### config.mk
export PLATFORM = sky130hd
export DESIGN_NAME = chunked_add_sub_unit
export DESIGN_NICKNAME = d
export VERILOG_FILES = /design/src/rtl/chunked_add_sub_unit.sv
export SDC_FILE = /design/constraint.sdc
export NUM_CORES = 1
export LEC_CHECK = 0
export ABC_AREA = 0
export BUFFER_PORTS_ARGS = -buffer_cell sky130_fd_sc_hd__buf_4
export CAP_MARGIN = 15
export CORE_UTILIZATION = 30
export DETAILED_ROUTE_END_ITERATION = 8
export RECOVER_POWER = 50
export SLEW_MARGIN = 20
export SYNTH_ARGS = -nofsm -noshare
export SYNTH_HDL_FRONTEND = slang
export SYNTH_SLANG_ARGS = --single-unit
### constraint.sdc
create_clock -name clk_i -period 2.17 [get_ports clk_i]
set_input_delay 0.651 -clock clk_i [delete_from_list [all_inputs] [get_ports clk_i]]
set_output_delay 0.651 -clock clk_i [all_outputs]
set_load 0.005 [all_outputs]
### src/rtl/chunked_add_sub_unit.sv
// ---------------------------------------------------------------------------
// chunked_add_sub_unit
//
// Multi-cycle two's-complement adder/subtractor for the calculator datapath.
// A + B (sub_i=0) or A - B (sub_i=1) is computed CHUNK bits per clock, with
// the carry registered between chunks, so wide operands never form one long
// ripple chain.
//
// Ports
//   clk_i        clock, everything on the rising edge
//   rst_ni       synchronous active-low reset
//   in_valid_i   operands a_i/b_i/sub_i are valid
//   in_ready_o   unit is idle and accepts operands this cycle
//   a_i, b_i     WIDTH-bit operands
//   sub_i        0 = add, 1 = subtract
//   out_valid_o  s_o and the flags hold a finished result
//   out_ready_i  consumer takes the result
//   s_o          WIDTH-bit result (modulo 2^WIDTH)
//   cout_o       carry out of the MSB (for subtract: 1 = no borrow)
//   ovr_o        signed overflow
//   zero_o       result is all zeros
//   neg_o        result MSB
// ---------------------------------------------------------------------------
`timescale 1ns/1ps

module chunked_add_sub_unit #(
  parameter int WIDTH = 16,
  parameter int CHUNK = 4
) (
  input  logic             clk_i,
  input  logic             rst_ni,
  input  logic             in_valid_i,
  output logic             in_ready_o,
  input  logic [WIDTH-1:0] a_i,
  input  logic [WIDTH-1:0] b_i,
  input  logic             sub_i,
  output logic             out_valid_o,
  input  logic             out_ready_i,
  output logic [WIDTH-1:0] s_o,
  output logic             cout_o,
  output logic             ovr_o,
  output logic             zero_o,
  output logic             neg_o
);

  localparam int N  = WIDTH / CHUNK;
  localparam int CW = (N > 1) ? $clog2(N) : 1;
  localparam logic [CW-1:0] LAST_CNT = CW'(N - 1);

  // A width that is not a whole number of chunks has no meaningful
  // schedule, so it is rejected while the design is being elaborated.
  if (WIDTH % CHUNK != 0) begin : gBadChunk
    $error("chunked_add_sub_unit: WIDTH must be a multiple of CHUNK");
  end

  typedef enum logic [1:0] {
    IDLE,
    RUN,
    DONE
  } state_e;

  state_e           state_q;
  logic [CW-1:0]    chunkCnt_q;
  logic             carry_q;
  logic [WIDTH-1:0] accA_q;
  logic [WIDTH-1:0] opB_q;
  logic [WIDTH-1:0] s_q;
  logic             cout_q;
  logic             ovr_q;
  logic             zero_q;
  logic             neg_q;
  logic             outValid_q;

  logic [CHUNK:0]   sumChunk;
  logic             carryIntoMsb;
  logic [WIDTH-1:0] accA_d;
  logic [WIDTH-1:0] opB_d;

  // The chunk being worked on always sits in the low CHUNK bits of the
  // operand registers: both operands shift right one chunk per RUN cycle.
  // The vacated top bits of the A register collect the result chunks, so
  // after N shifts that register holds the complete sum with the first
  // chunk back at the bottom. The carry into the MSB is recovered from the
  // sum bit and the two operand bits at that position; it only matters on
  // the last chunk, where that bit is the result MSB.
  always_comb begin
    sumChunk     = {1'b0, accA_q[CHUNK-1:0]} + {1'b0, opB_q[CHUNK-1:0]}
                 + {{CHUNK{1'b0}}, carry_q};
    carryIntoMsb = sumChunk[CHUNK-1] ^ accA_q[CHUNK-1] ^ opB_q[CHUNK-1];
  end

  if (N == 1) begin : gSingle
    assign accA_d = sumChunk[CHUNK-1:0];
    assign opB_d  = opB_q;
  end else begin : gMulti
    assign accA_d = {sumChunk[CHUNK-1:0], accA_q[WIDTH-1:CHUNK]};
    assign opB_d  = {{CHUNK{1'b0}}, opB_q[WIDTH-1:CHUNK]};
  end

  // Control and datapath registers. On accept, B is stored already
  // inverted for subtraction and the initial carry is the +1 of the two's
  // complement, so RUN only ever adds. The result and its flags are loaded
  // once, on the last chunk, and then held untouched until the next result
  // or reset, which keeps them stable under any amount of backpressure.
  always_ff @(posedge clk_i) begin
    if (!rst_ni) begin
      state_q    <= IDLE;
      chunkCnt_q <= '0;
      carry_q    <= 1'b0;
      accA_q     <= '0;
      opB_q      <= '0;
      s_q        <= '0;
      cout_q     <= 1'b0;
      ovr_q      <= 1'b0;
      zero_q     <= 1'b0;
      neg_q      <= 1'b0;
      outValid_q <= 1'b0;
    end else begin
      unique case (state_q)
        IDLE: begin
          if (in_valid_i) begin
            accA_q     <= a_i;
            opB_q      <= b_i ^ {WIDTH{sub_i}};
            carry_q    <= sub_i;
            chunkCnt_q <= '0;
            state_q    <= RUN;
          end
        end
        RUN: begin
          accA_q     <= accA_d;
          opB_q      <= opB_d;
          carry_q    <= sumChunk[CHUNK];
          chunkCnt_q <= chunkCnt_q + CW'(1);
          if (chunkCnt_q == LAST_CNT) begin
            s_q        <= accA_d;
            cout_q     <= sumChunk[CHUNK];
            ovr_q      <= carryIntoMsb ^ sumChunk[CHUNK];
            zero_q     <= (accA_d == '0);
            neg_q      <= accA_d[WIDTH-1];
            outValid_q <= 1'b1;
            state_q    <= DONE;
          end
        end
        DONE: begin
          if (out_ready_i) begin
            outValid_q <= 1'b0;
            state_q    <= IDLE;
          end
        end
        default: begin
          outValid_q <= 1'b0;
          state_q    <= IDLE;
        end
      endcase
    end
  end

  assign in_ready_o  = (state_q == IDLE);
  assign out_valid_o = outValid_q;
  assign s_o         = s_q;
  assign cout_o      = cout_q;
  assign ovr_o       = ovr_q;
  assign zero_o      = zero_q;
  assign neg_o       = neg_q;

endmodule

==> Word-level counts from Yosys, hierarchy flattened <==
Cells that the tools add are included.
{ "classes": {"n_reduce_logical": 7, "n_bitwise": 5, "n_mux": 15, "eq_ne": 6, "add_sub_neg": 3} }
{ "ops": {"columns": ["cell", "count"], "rows": [
  ["$pmux W16 S2", 2],
  ["$mux W16", 2],
  ["$logic_not A16 Y1", 1],
  ["$xor A16 B16 Y16", 1],
  ["$mux W2", 4],
  ["$ne A2 B2 Y1 const B", 3],
  ["$pmux W2 S3", 1],
  ["$reduce_and A3 Y1", 2],
  ["$add A4 B4 Y5", 1],
  ["$add A5 B1 Y5", 1],
  ["$eq A2 B2 Y1 const B", 2],
  ["$pmux W2 S2", 1],
  ["$reduce_and A2 Y1", 2],
  ["$mux W1", 3],
  ["$pmux W1 S3", 1],
  ["$xor A1 B1 Y1", 3],
  ["$add A2 B1 Y2 const B", 1],
  ["$eq A2 B1 Y1 const B", 1],
  ["$logic_not A2 Y1", 1],
  ["$pmux W1 S2", 1],
  ["$reduce_bool A2 Y1", 1],
  ["$not A1 Y1", 1]
]} }
{ "word_totals": {"elab_cells": 47, "output_inout_bits": 22, "reg_bits": 58, "inputBits": 37} }

==> Longest topological paths before layout <==
Gate-level depths: netlist (run 1).
{ "depth": {"word_depth": 5, "depth_mapped": 8} }

==> Worst setup path after synthesis (run 1) <==
No wires, ideal clock.
{ "synth_timing": {"path_kind": "register to register", "startpoint": "reg carry_q", "endpoint": "reg zero_q (netlist: zero_o)", "slack_ns": -0.072, "t_arrival_ns": 2.183, "setup_ns": 0.059, "stages_incl_launch_ff": 7, "path_buffers": 0, "cell_sequence": "dfxtp_1 > fa_1 > fa_1 > or4_4 > nor4_2 > a32o_1 > and2_1"} }
{ "synth_between": {"elab_chain_cells": 2} }
{ "synth_lines": {"columns": ["element", "line_no", "text"], "rows": [
  ["start: declaration", "64", "logic carry_q;"],
  ["start signal: assignment", "124", "carry_q <= sub_i;"],
  ["start signal: assignment", "132", "carry_q <= sumChunk[CHUNK];"],
  ["$add A5 B1 Y5", "88", "+ {{CHUNK{1'b0}}, carry_q};"],
  ["net sumChunk[1]", "74", "logic [CHUNK:0] sumChunk;"],
  ["$logic_not A16 Y1", "138", "zero_q <= (accA_d == '0);"],
  ["end signal: assignment", "138", null],
  ["end: declaration", "70", "logic zero_q;"]
]} }
The timed path passes the listed nets, and every way through them passes these cells.
A chain may end at the register's enable or synchronous reset.

==> Worst setup path after layout (run 1) <==
{ "layout_timing": {"startpoint": "reg opB_q[0]", "endpoint": "reg zero_q (netlist: zero_o)"} }
{ "layout_between": {"elab_chain_cells": 3} }
{ "layout_lines": {"columns": ["element", "line_no", "text"], "rows": [
  ["start: declaration", "66", "logic [WIDTH-1:0] opB_q;"],
  ["start signal: assignment", "123", "opB_q <= b_i ^ {WIDTH{sub_i}};"],
  ["start signal: assignment", "131", "opB_q <= opB_d;"],
  ["$add A4 B4 Y5", "87", "sumChunk = {1'b0, accA_q[CHUNK-1:0]} + {1'b0, opB_q[CHUNK-1:0]}"],
  ["$add A5 B1 Y5", "88", null],
  ["net sumChunk[1]", "74", null],
  ["$logic_not A16 Y1", "138", null]
]} }
The timed path passes the listed nets, and every way through them passes these cells.

==> PnR_summary.wiki, run 1 <==
{| class="wikitable"
! Metric !! Value
|-
| TritonCTS clock tree || built
|-
| Tot Pwr || 2.787 mW
|-
| FP Rows || 34
|-
| Relative max-transition margin || between 30 and 40%
|-
| Final setup slack of the worst path || -0.01820 ns
|-
| Switch Pwr || 0.6807 mW
|-
| Startpoint type of the worst setup path || flip-flop
|-
| Number of clock sinks seen by CTS || 57
|-
| Number of design-rule violations left by the first detailed-router iteration || about 150
|-
| Total of endpoints with negative setup slack in the final report || 1
|-
| Clock Root Buffer || sky130_fd_sc_hd__clkbuf_8
|-
| Pwr/cell area || between 800 and 900 nW/um^2
|-
| Initial DRT Pass Iterations || 6
|-
| Post-synthesis register bit count || between 50 and 60
|-
| Cell count after synthesis || roughly 290
|-
| Required time worst endpoint || roughly 2.5 ns
|-
| Critical-path maximum fanout || 2
|-
| Relative contribution of the clock network to total power || a little over two fifths
|-
| Ys Warns || 0
|-
| Routed Antenna Nets || 0
|-
| Register area share after synthesis || around two fifths
|-
| Post-Syn Area || around 2700 sq um
|-
| Placement Cell Area || about 3200 sq um
|-
| Average wire length per cell after detail routing || roughly 15 um
|-
| Share of final-layout standard cells stronger than drive strength 1 || a little under a third
|-
| Number of primary I/O pins || between 50 and 60
|-
| GRT Util Overall || 14.96%
|-
| Clock-pin transition on the worst setup and hold timing paths || ~0.06 ns
|-
| RSZ-0062 raised after global routing || true
|-
| Standard cell core area || 8763 sq um
|-
| Post-synthesis area per instance || between 9 and 10 sq um
|-
| Clk_skew || ~0.0068 ns
|-
| Number of antenna violations at the first check in global routing || 0
|-
| Global-route wire length before repair || ~11000 um
|-
| Via count of the first global-routing pass || ~2.2k
|-
| Floorplan die width || around 97 um
|-
| Initial core utilization || 31.14%
|-
| CTS Buf Count || 9
|-
| Growth of design area from synthesis to finish || 27.46%
|-
| Portion of the clock cycle consumed by the worst path in the final layout || 100.8%
|-
| Flop pwr share || approximately two fifths
|-
| Average vias per placed instance || between 5 and 6
|-
| Height of the die || 97.38 um
|-
| Deepest level of the CTS H-tree || 3
|-
| Classification of the worst setup path || flip-flop to flip-flop
|-
| Run status || finished with violations
|-
| Antenna diodes || 0
|-
| Hold_buf cts || 0
|-
| Path class of the lowest-slack min-delay path || flip-flop to flip-flop
|-
| Number of max-cap violations || 0
|-
| Clk_lat worst skew || between 0.3 and 0.4 ns
|-
| Area of combinational cells with multiple inputs || between 1000 and 1500 sq um
|-
| Routed vias || around 2.3k
|-
| Peak Freq || roughly 0.46 GHz
|-
| Leakage power || about 1.5 nW
|-
| Die area || 9482 sq um
|-
| Total of buffers placed on input and output ports || 58
|-
| Final net count || slightly below 400
|-
| Tmin final || between 2 and 2.5 ns
|-
| DRC errors left || 0
|-
| Fraction of power spent switching nets || approximately 24%
|-
| Count of different cell masters after synthesis || 34
|-
| Congestion Overflow GR || 0
|-
| Pins Over Slew Limit || 0
|-
| Filler Cells Inserted || 888
|-
| Post-layout instance area || 3478 sq um
|-
| Total detailed-routing wirelength || about 6800 um
|-
| Post-detail-place hpwl || around 4700 um
|-
| Final weighted congestion in routability-driven placement || between 0.7 and 0.8
|-
| Largest net degree at the start of global routing || between 50 and 60
|-
| Internal power of the cells || approximately 2.1 mW
|-
| Peak supply drop || around 0.45 mV
|-
| Number of hold violations in the final report || 0
|-
| Max Root-Sink Buffers || 2
|-
| Arrival time of the worst setup path || around 2.5 ns
|-
| Synthesized net count || roughly 340
|-
| Crit. End Element || flip-flop
|-
| Area of all sequential standard cells || roughly 1100 sq um
|-
| Worst Max-Slew Pin Slew || about 0.99 ns
|-
| Portion of total power attributed to combinational logic || 14.5%
|-
| Violated checks || negative setup slack
|}
## flip-flops by register name (all words and copies together), names as in the netlist
name and count:
s_o 16, ovr_o 1, carry_q 1, chunkCnt_q 2, state_q 2, out_valid_o 1, opB_q 16, cout_o 1
zero_o 1, accA_q 16
## cells by family after synthesis
family,count (synthesis),share of synthesized area [%]
and+or+nand+nor,102,18.71
buffers and inverters,28,5.594
AOI/OAI and AO/OA,79,23.57
adders and majority gates,6,3.301
xor gates and xnor gates,21,7.015
DFF,57,41.82
## timing repair
item / in CTS / in global routing
setup endpoints to repair: 2 / 1
pin swaps: 1 / 0
gates cloned: 0 / 0
setup buffers: 0 / 0
gates resized for setup: 2 / 1
## stage by stage
step | cells | utilization (%) | worst slack (ns) | TNS [ns] | hold WS (ns)
2_1_floorplan | 293 | - | 0.02640 | 0 | 0.4514
3_3_place_gp | 442 | 36.88 | -0.006593 | -0.006593 | 0.4467
3_5_place_dp | 442 | 36.88 | -0.05463 | -0.07355 | 0.4561
4_1_cts | 458 | 39.71 | -0.01986 | -0.01986 | 0.4657
5_1_grt | 458 | 39.69 | -0.07204 | -0.07204 | 0.4829
6_report | 458 | 39.69 | -0.01820 | -0.01820 | 0.4546
## cell usage in the layout, fill, tap and decap left out, types with 2 or more instances in the layout
master,synthesis,layout
sky130_fd_sc_hd__clkbuf_8,0,10
sky130_fd_sc_hd__xnor2_1,2,2
sky130_fd_sc_hd__o211a_1,2,2
sky130_fd_sc_hd__nor2b_1,32,32
sky130_fd_sc_hd__a22oi_1,7,7
sky130_fd_sc_hd__a21o_1,2,2
sky130_fd_sc_hd__a222oi_1,12,12
sky130_fd_sc_hd__buf_4,8,46
sky130_fd_sc_hd__clkinv_2,0,3
sky130_fd_sc_hd__nor2_1,21,21
sky130_fd_sc_hd__a21boi_0,13,13
sky130_fd_sc_hd__nor4_1,2,2
sky130_fd_sc_hd__and2_1,5,5
sky130_fd_sc_hd__a21boi_1,3,3
sky130_fd_sc_hd__a21oi_2,1,2
sky130_fd_sc_hd__xor2_1,18,18
sky130_fd_sc_hd__bufinv_16,0,3
sky130_fd_sc_hd__clkbuf_4,0,20
sky130_fd_sc_hd__clkbuf_1,11,2
sky130_fd_sc_hd__dfxtp_1,57,56
sky130_fd_sc_hd__nand2_1,36,36
sky130_fd_sc_hd__a21oi_1,17,16
sky130_fd_sc_hd__o21ai_0,3,3
sky130_fd_sc_hd__o221a_2,16,16
sky130_fd_sc_hd__ha_1,4,4
## Yosys cell counts (all sizes together)
cell | count | area share (%)
a31o | 1 | 0.32
a21o | 2 | 0.55
a22oi | 7 | 1.9
ha | 4 | 1.8
fa | 2 | 1.5
a21boi | 16 | 4.4
o21ai | 3 | 0.55
nor3b | 1 | 0.28
or2 | 1 | 0.23
o21a | 1 | 0.28
clkbuf | 11 | 1.5
a32o | 1 | 0.37
and3 | 1 | 0.23
nor4 | 3 | 0.92
and2b | 1 | 0.32
buf | 17 | 4.1
nand2 | 36 | 5.0
a21oi | 18 | 3.4
a222oi | 12 | 4.4
nor2b | 32 | 7.3
o221a | 16 | 6.6
nor2 | 21 | 2.9
dfxtp | 57 | 42
and2 | 5 | 1.1
or4 | 1 | 0.41
xor2 | 19 | 6.4
xnor2 | 2 | 0.64
o211a | 2 | 0.73
## path summary, 6_finish.rpt
path / slack [ns] / cells after the start / endpoint / from
setup / recovery: -0.02 / 6 / zero_o / opB_q[0]
hold / removal: 0.45 / 2 / s_o[13] / s_o[13]
setup reg to reg: -0.02 / 6 / zero_o / opB_q[0]
hold reg to reg: 0.45 / 2 / s_o[13] / s_o[13]
## routing by layer
layer / GRT usage [%] / share of wire, %
met5: 0 / 0
met4: 4.751 / 1.2
met3: 5.468 / 7.4
met2: 23.88 / 47
met1: 18.70 / 44
## layout make-up
type	count	area share [%]
clock buffers	10	3.957
multi-input cells	208	41.69
clock inverters	6	3.022
flip-flops and latches	57	32.84
well taps	108	3.885
repair buffers	69	14.60
## critical path, cell delays in order, from the launching register on
cell and delay, ns:
sky130_fd_sc_hd__dfxtp_2 0.33, sky130_fd_sc_hd__fa_2 0.39, sky130_fd_sc_hd__fa_1 0.47, sky130_fd_sc_hd__or4_4 0.51, sky130_fd_sc_hd__nor4_4 0.14, sky130_fd_sc_hd__a32o_1 0.18, sky130_fd_sc_hd__and2_1 0.11
## power groups by stage
stage / Clock [mW] / Combinational [mW] / Sequential [mW]
floorplan: 0 / 0.289 / 1.17
global route: 1.29 / 0.448 / 1.18
CTS: 1.24 / 0.408 / 1.17
detailed placement: 0 / 0.406 / 1.19
global placement: 0 / 0.398 / 1.19
finish: 1.21 / 0.405 / 1.17
No activity file was read; power rests on OpenSTA's default activity.
==> inputs of run 2 (changes only) <==
--- a/config.mk
+++ b/config.mk
@@ -5,11 +5,11 @@
 export SDC_FILE = /design/constraint.sdc
 export NUM_CORES = 1
 export LEC_CHECK = 0
-export ABC_AREA = 0
-export BUFFER_PORTS_ARGS = -buffer_cell sky130_fd_sc_hd__buf_4
+export ABC_AREA = 1
 export CAP_MARGIN = 15
 export CORE_UTILIZATION = 30
 export DETAILED_ROUTE_END_ITERATION = 8
+export DONT_BUFFER_PORTS = 1
 export RECOVER_POWER = 50
 export SLEW_MARGIN = 20
 export SYNTH_ARGS = -nofsm -noshare
==> run 2 against run 1 <==
The run now ends clean. Non-clock buffer count fell by 63. Cell count rose by 0.22%. Via count fell by 5.3%. Critical path depth rose by 4. Design area fell by 17%. Die area fell by 2.0%. Largest cell class unchanged. Highest routed layer unchanged.
==> PnR_summary.wiki, run 2 <==
{| class="wikitable"
! Metric !! Value
|-
| Register area share after synthesis || 42.70% (was 41.82%)
|-
| Cell types with the largest area share after synthesis || sky130_fd_sc_hd__dfxtp_1 (43%), sky130_fd_sc_hd__nand2_1 (16%), sky130_fd_sc_hd__a21oi_1 (5.4%) (was sky130_fd_sc_hd__dfxtp_1 (42%), sky130_fd_sc_hd__nor2b_1 (7.3%), sky130_fd_sc_hd__o221a_2 (6.6%))
|-
| End of the worst register-to-register path || ovr_o (was zero_o)
|-
| Congestion Overflow GR || 0 (unchanged)
|-
| Number of clock sinks seen by CTS || 57 (unchanged)
|-
| Total detailed-routing wirelength || 6418 um (was 6776 um)
|-
| Number of enable flip-flop cells after synthesis || 0 (unchanged)
|-
| Area of combinational cells with multiple inputs || 1256 sq um (was 1450 sq um)
|-
| Clk_skew || 0.007679 ns (was 0.006794 ns)
|-
| Global-route wire length before repair || 10420 um (was 11340 um)
|-
| TritonCTS clock tree || built (unchanged)
|-
| Die area || 9290 sq um (was 9482 sq um)
|-
| Filler Cells Inserted || 955 (was 888)
|-
| Peak supply drop || 0.3405 mV (was 0.4483 mV)
|-
| Area fraction of the dominant cell type after synthesis || 42.70% (was 41.82%)
|-
| Clock-pin transition on the worst setup and hold timing paths || 0.06 ns (about the same)
|-
| Path class of the lowest-slack min-delay path || input pin to flip-flop (was flip-flop to flip-flop)
|-
| Initial DRT Pass Iterations || 4 (was 6)
|-
| Depth of the most critical reg-to-reg path || 10 (was 6)
|-
| Average wire length per cell after detail routing || 13.98 um (was 14.79 um)
|-
| Tmin final || 1.953 ns (was 2.188 ns)
|-
| Fraction of power spent switching nets || 26.32% (was 24.42%)
|-
| Number of antenna violations at the first check in global routing || 0 (unchanged)
|-
| Required time worst endpoint || 2.39 ns (was 2.45 ns)
|-
| Deepest level of the CTS H-tree || 3 (unchanged)
|-
| Arrival time of the worst setup path || 2.17 ns (was 2.47 ns)
|-
| DRC errors left || 0 (unchanged)
|-
| Share of final-layout standard cells stronger than drive strength 1 || 7.692% (was 30.57%)
|-
| Standard cell core area || 8678 sq um (was 8763 sq um)
|-
| Cell count after synthesis || 351 (was 293)
|-
| FP Rows || 34 (unchanged)
|-
| Leakage power || 1.186 nW (was 1.452 nW)
|-
| Portion of the clock cycle consumed by the worst path in the final layout || 89.99% (was 100.8%)
|-
| Number of hold violations in the final report || 0 (unchanged)
|-
| Post-synthesis area per instance || 7.614 sq um (was 9.314 sq um)
|-
| Routed Antenna Nets || 0 (unchanged)
|-
| Largest net degree at the start of global routing || 41 (was 59)
|-
| Number of design-rule violations left by the first detailed-router iteration || 141 (was 152)
|-
| Run status || finished, final reports clean (was finished with violations)
|-
| Ys Warns || 0 (unchanged)
|-
| Worst setup startpoint || carry_q (was opB_q[0])
|-
| Post-cts repair resize count || 0 (was 2)
|-
| Final weighted congestion in routability-driven placement || 0.8448 (was 0.7725)
|-
| Switch Pwr || 0.6126 mW (was 0.6807 mW)
|-
| Portion of total power attributed to combinational logic || 11.3% (was 14.5%)
|-
| Area of all sequential standard cells || 1141 sq um (was 1142 sq um)
|-
| Most frequent standard cell in the layout excluding fill and tap cells || sky130_fd_sc_hd__nand2_1 (was sky130_fd_sc_hd__dfxtp_1)
|-
| Share of synthesized registers carrying an async set or reset || 0% (unchanged)
|-
| Initial core utilization || 30.80% (was 31.14%)
|-
| Classification of the worst setup path || flip-flop to flip-flop (unchanged)
|-
| Clock Root Buffer || sky130_fd_sc_hd__clkbuf_8 (unchanged)
|-
| Via count of the first global-routing pass || 2097 (was 2238)
|-
| Peak Freq || 0.5121 GHz (was 0.4570 GHz)
|-
| Most used cells in the layout excluding fill and tap cells || sky130_fd_sc_hd__nand2_1 (113), sky130_fd_sc_hd__dfxtp_1 (57), sky130_fd_sc_hd__inv_1 (34), sky130_fd_sc_hd__a21oi_1 (29), sky130_fd_sc_hd__a22oi_1 (12) (was sky130_fd_sc_hd__dfxtp_1 (56), sky130_fd_sc_hd__buf_4 (46), sky130_fd_sc_hd__nand2_1 (36), sky130_fd_sc_hd__nor2b_1 (32), sky130_fd_sc_hd__nor2_1 (21))
|-
| Crit. End Element || flip-flop (unchanged)
|-
| Critical-path maximum fanout || 3 (was 2)
|-
| Total of buffers placed on input and output ports || 0 (was 58)
|-
| Cell taking the most area after synthesis || sky130_fd_sc_hd__dfxtp_1 (unchanged)
|-
| Routed vias || 2194 (was 2316)
|-
| GRT Util Overall || 15.20% (was 14.96%)
|-
| Post-synthesis register bit count || 57 (unchanged)
|-
| Final net count || 390 (was 388)
|-
| Antenna diodes || 0 (unchanged)
|-
| Synthesized net count || 394 (was 336)
|-
| Height of the die || 96.39 um (was 97.38 um)
|-
| Commonest cells in the netlist || sky130_fd_sc_hd__nand2_1 (113), sky130_fd_sc_hd__dfxtp_1 (57), sky130_fd_sc_hd__inv_1 (34) (was sky130_fd_sc_hd__dfxtp_1 (57), sky130_fd_sc_hd__nand2_1 (36), sky130_fd_sc_hd__nor2b_1 (32))
|-
| Startpoint type of the worst setup path || flip-flop (unchanged)
|-
| Startpoint of the most critical register-to-register path || carry_q (was opB_q[0])
|-
| R2R Setup Slk || 0.22 ns (was -0.02 ns)
|-
| Clk_lat worst skew || 0.35 ns (was 0.34 ns)
|-
| Dominant synthesized flop cell || sky130_fd_sc_hd__dfxtp_1 (unchanged)
|-
| Post-detail-place hpwl || 4548 um (was 4742 um)
|-
| Total of endpoints with negative setup slack in the final report || 0 (was 1)
|-
| RSZ-0062 raised after global routing || false (was true)
|-
| Pins Over Slew Limit || 0 (unchanged)
|-
| Max Root-Sink Buffers || 2 (unchanged)
|-
| Number of primary I/O pins || 59 (unchanged)
|-
| Destination of the critical timing path || ovr_o (was zero_o)
|-
| Pwr/cell area || 806.4 nW/um^2 (was 801.3 nW/um^2)
|-
| Average vias per placed instance || 4.780 (was 5.057)
|-
| Internal power of the cells || 1.715 mW (was 2.107 mW)
|-
| Relative contribution of the clock network to total power || 39.9% (was 43.5%)
|-
| Flop pwr share || 48.8% (was 42.0%)
|-
| Total setup buffers inserted after CTS || 0 (unchanged)
|-
| Number of max-cap violations || 0 (unchanged)
|-
| Growth of design area from synthesis to finish || 8.006% (was 27.46%)
|-
| CTS Buf Count || 9 (unchanged)
|-
| Final setup slack of the worst path || 0.2172 ns (was -0.01820 ns)
|-
| Count of different cell masters after synthesis || 33 (was 34)
|-
| Pre-CTS WS || 0.2242 ns (was -0.05463 ns)
|-
| Post-Syn Area || 2673 sq um (was 2729 sq um)
|-
| Worst Max-Slew Pin Slew || 0.6604 ns (was 0.9863 ns)
|-
| Relative max-transition margin || 55.97% (was 34.25%)
|-
| Hold_buf cts || 0 (unchanged)
|-
| Summed negative setup slack over all endpoints || 0 ns (was -0.01820 ns)
|-
| Most used standard cell by instance count after synthesis || sky130_fd_sc_hd__nand2_1 (was sky130_fd_sc_hd__dfxtp_1)
|-
| Floorplan die width || 96.39 um (was 97.38 um)
|}
[run 2: cell types whose count changed after synthesis, sizes merged, moves of 10 or more]
cell,before,now
a21oi,18,29
o221a,16,0
a31oi,0,10
inv,0,37
nand2,36,116
xor2,19,9
a21boi,16,0
a222oi,12,0
nor2b,32,0
[run 2: worst min-delay path by stage]
| stage | from | depth (start not counted) | endpoint | slack, ns |
|---|---|---|---|---|
| 6_report | rst_ni | 2 | accA_q[1] | 0.41 |
| 5_1_grt | rst_ni | 2 | accA_q[11] | 0.40 |
| 4_1_cts | rst_ni | 2 | accA_q[1] | 0.39 |
| 3_5_place_dp | opB_q[13] | 2 | opB_q[13] | 0.46 |
| 3_3_place_gp | chunkCnt_q[0] | 1 | chunkCnt_q[0] | 0.45 |
| 2_1_floorplan | chunkCnt_q[0] | 1 | chunkCnt_q[0] | 0.43 |
[run 2: power groups by stage]
stage	clock network, mW	registers (mW)	logic [mW]
2_1_floorplan	0	1.15	0.232
3_5_place_dp	0	1.16	0.267
6_report	0.930	1.14	0.262
4_1_cts	0.956	1.13	0.268
5_1_grt	1.00	1.14	0.305
3_3_place_gp	0	1.16	0.262
[run 2: critical path, stage by stage (launching register included)]
cell and delay (ns):
sky130_fd_sc_hd__dfxtp_1 0.33, sky130_fd_sc_hd__fa_1 0.46, sky130_fd_sc_hd__fa_1 0.42, sky130_fd_sc_hd__nand3_1 0.16
sky130_fd_sc_hd__nand2_1 0.09, sky130_fd_sc_hd__nand2_1 0.07, sky130_fd_sc_hd__nand2_1 0.06, sky130_fd_sc_hd__nand3_1 0.06
sky130_fd_sc_hd__nand2_1 0.05, sky130_fd_sc_hd__nor2_1 0.09, sky130_fd_sc_hd__nor2_1 0.05
[run 2: stage by stage]
step           hold WS (ns)  util [%]  instances  power [mW]  instance area [sq um]
2_1_floorplan        0.4283         -        351       1.378                   2673
3_3_place_gp         0.4463     31.42        444       1.419                   2726
3_5_place_dp         0.4561     31.42        444       1.425                   2726
4_1_cts              0.3941     33.45        459       2.359                   2903
5_1_grt              0.3985     33.26        459       2.446                   2887
6_report             0.4062     33.26        459       2.328                   2887
[run 2: logic make-up after synthesis]
group	after synthesis	share of synthesized area [%]
flip-flops	57	42.70
XOR/XNOR	17	5.571
buffers and inverters	58	10.02
AO/OA/AOI/OAI	72	16.53
adder cells (fa/ha/maj)	6	3.371
AND/OR/NAND/NOR	141	21.82
[run 2: per-layer routing]
metal / part of all wire [%] / GRT usage, %
met1: 47 / 18.51
met2: 45 / 24.35
met3: 6.7 / 5.869
met4: 1.6 / 5.515
met5: 0 / 0
[run 2: final cells by class]
class                      count  share of cell area, %
multi-input combinational    236                  43.52
sequential                    57                  39.53
inverter                      37                  4.898
tap                          108                  4.681
clock buffer                  11                  4.551
clock inverter                 4                  1.560
timing repair buffer           6                  1.257
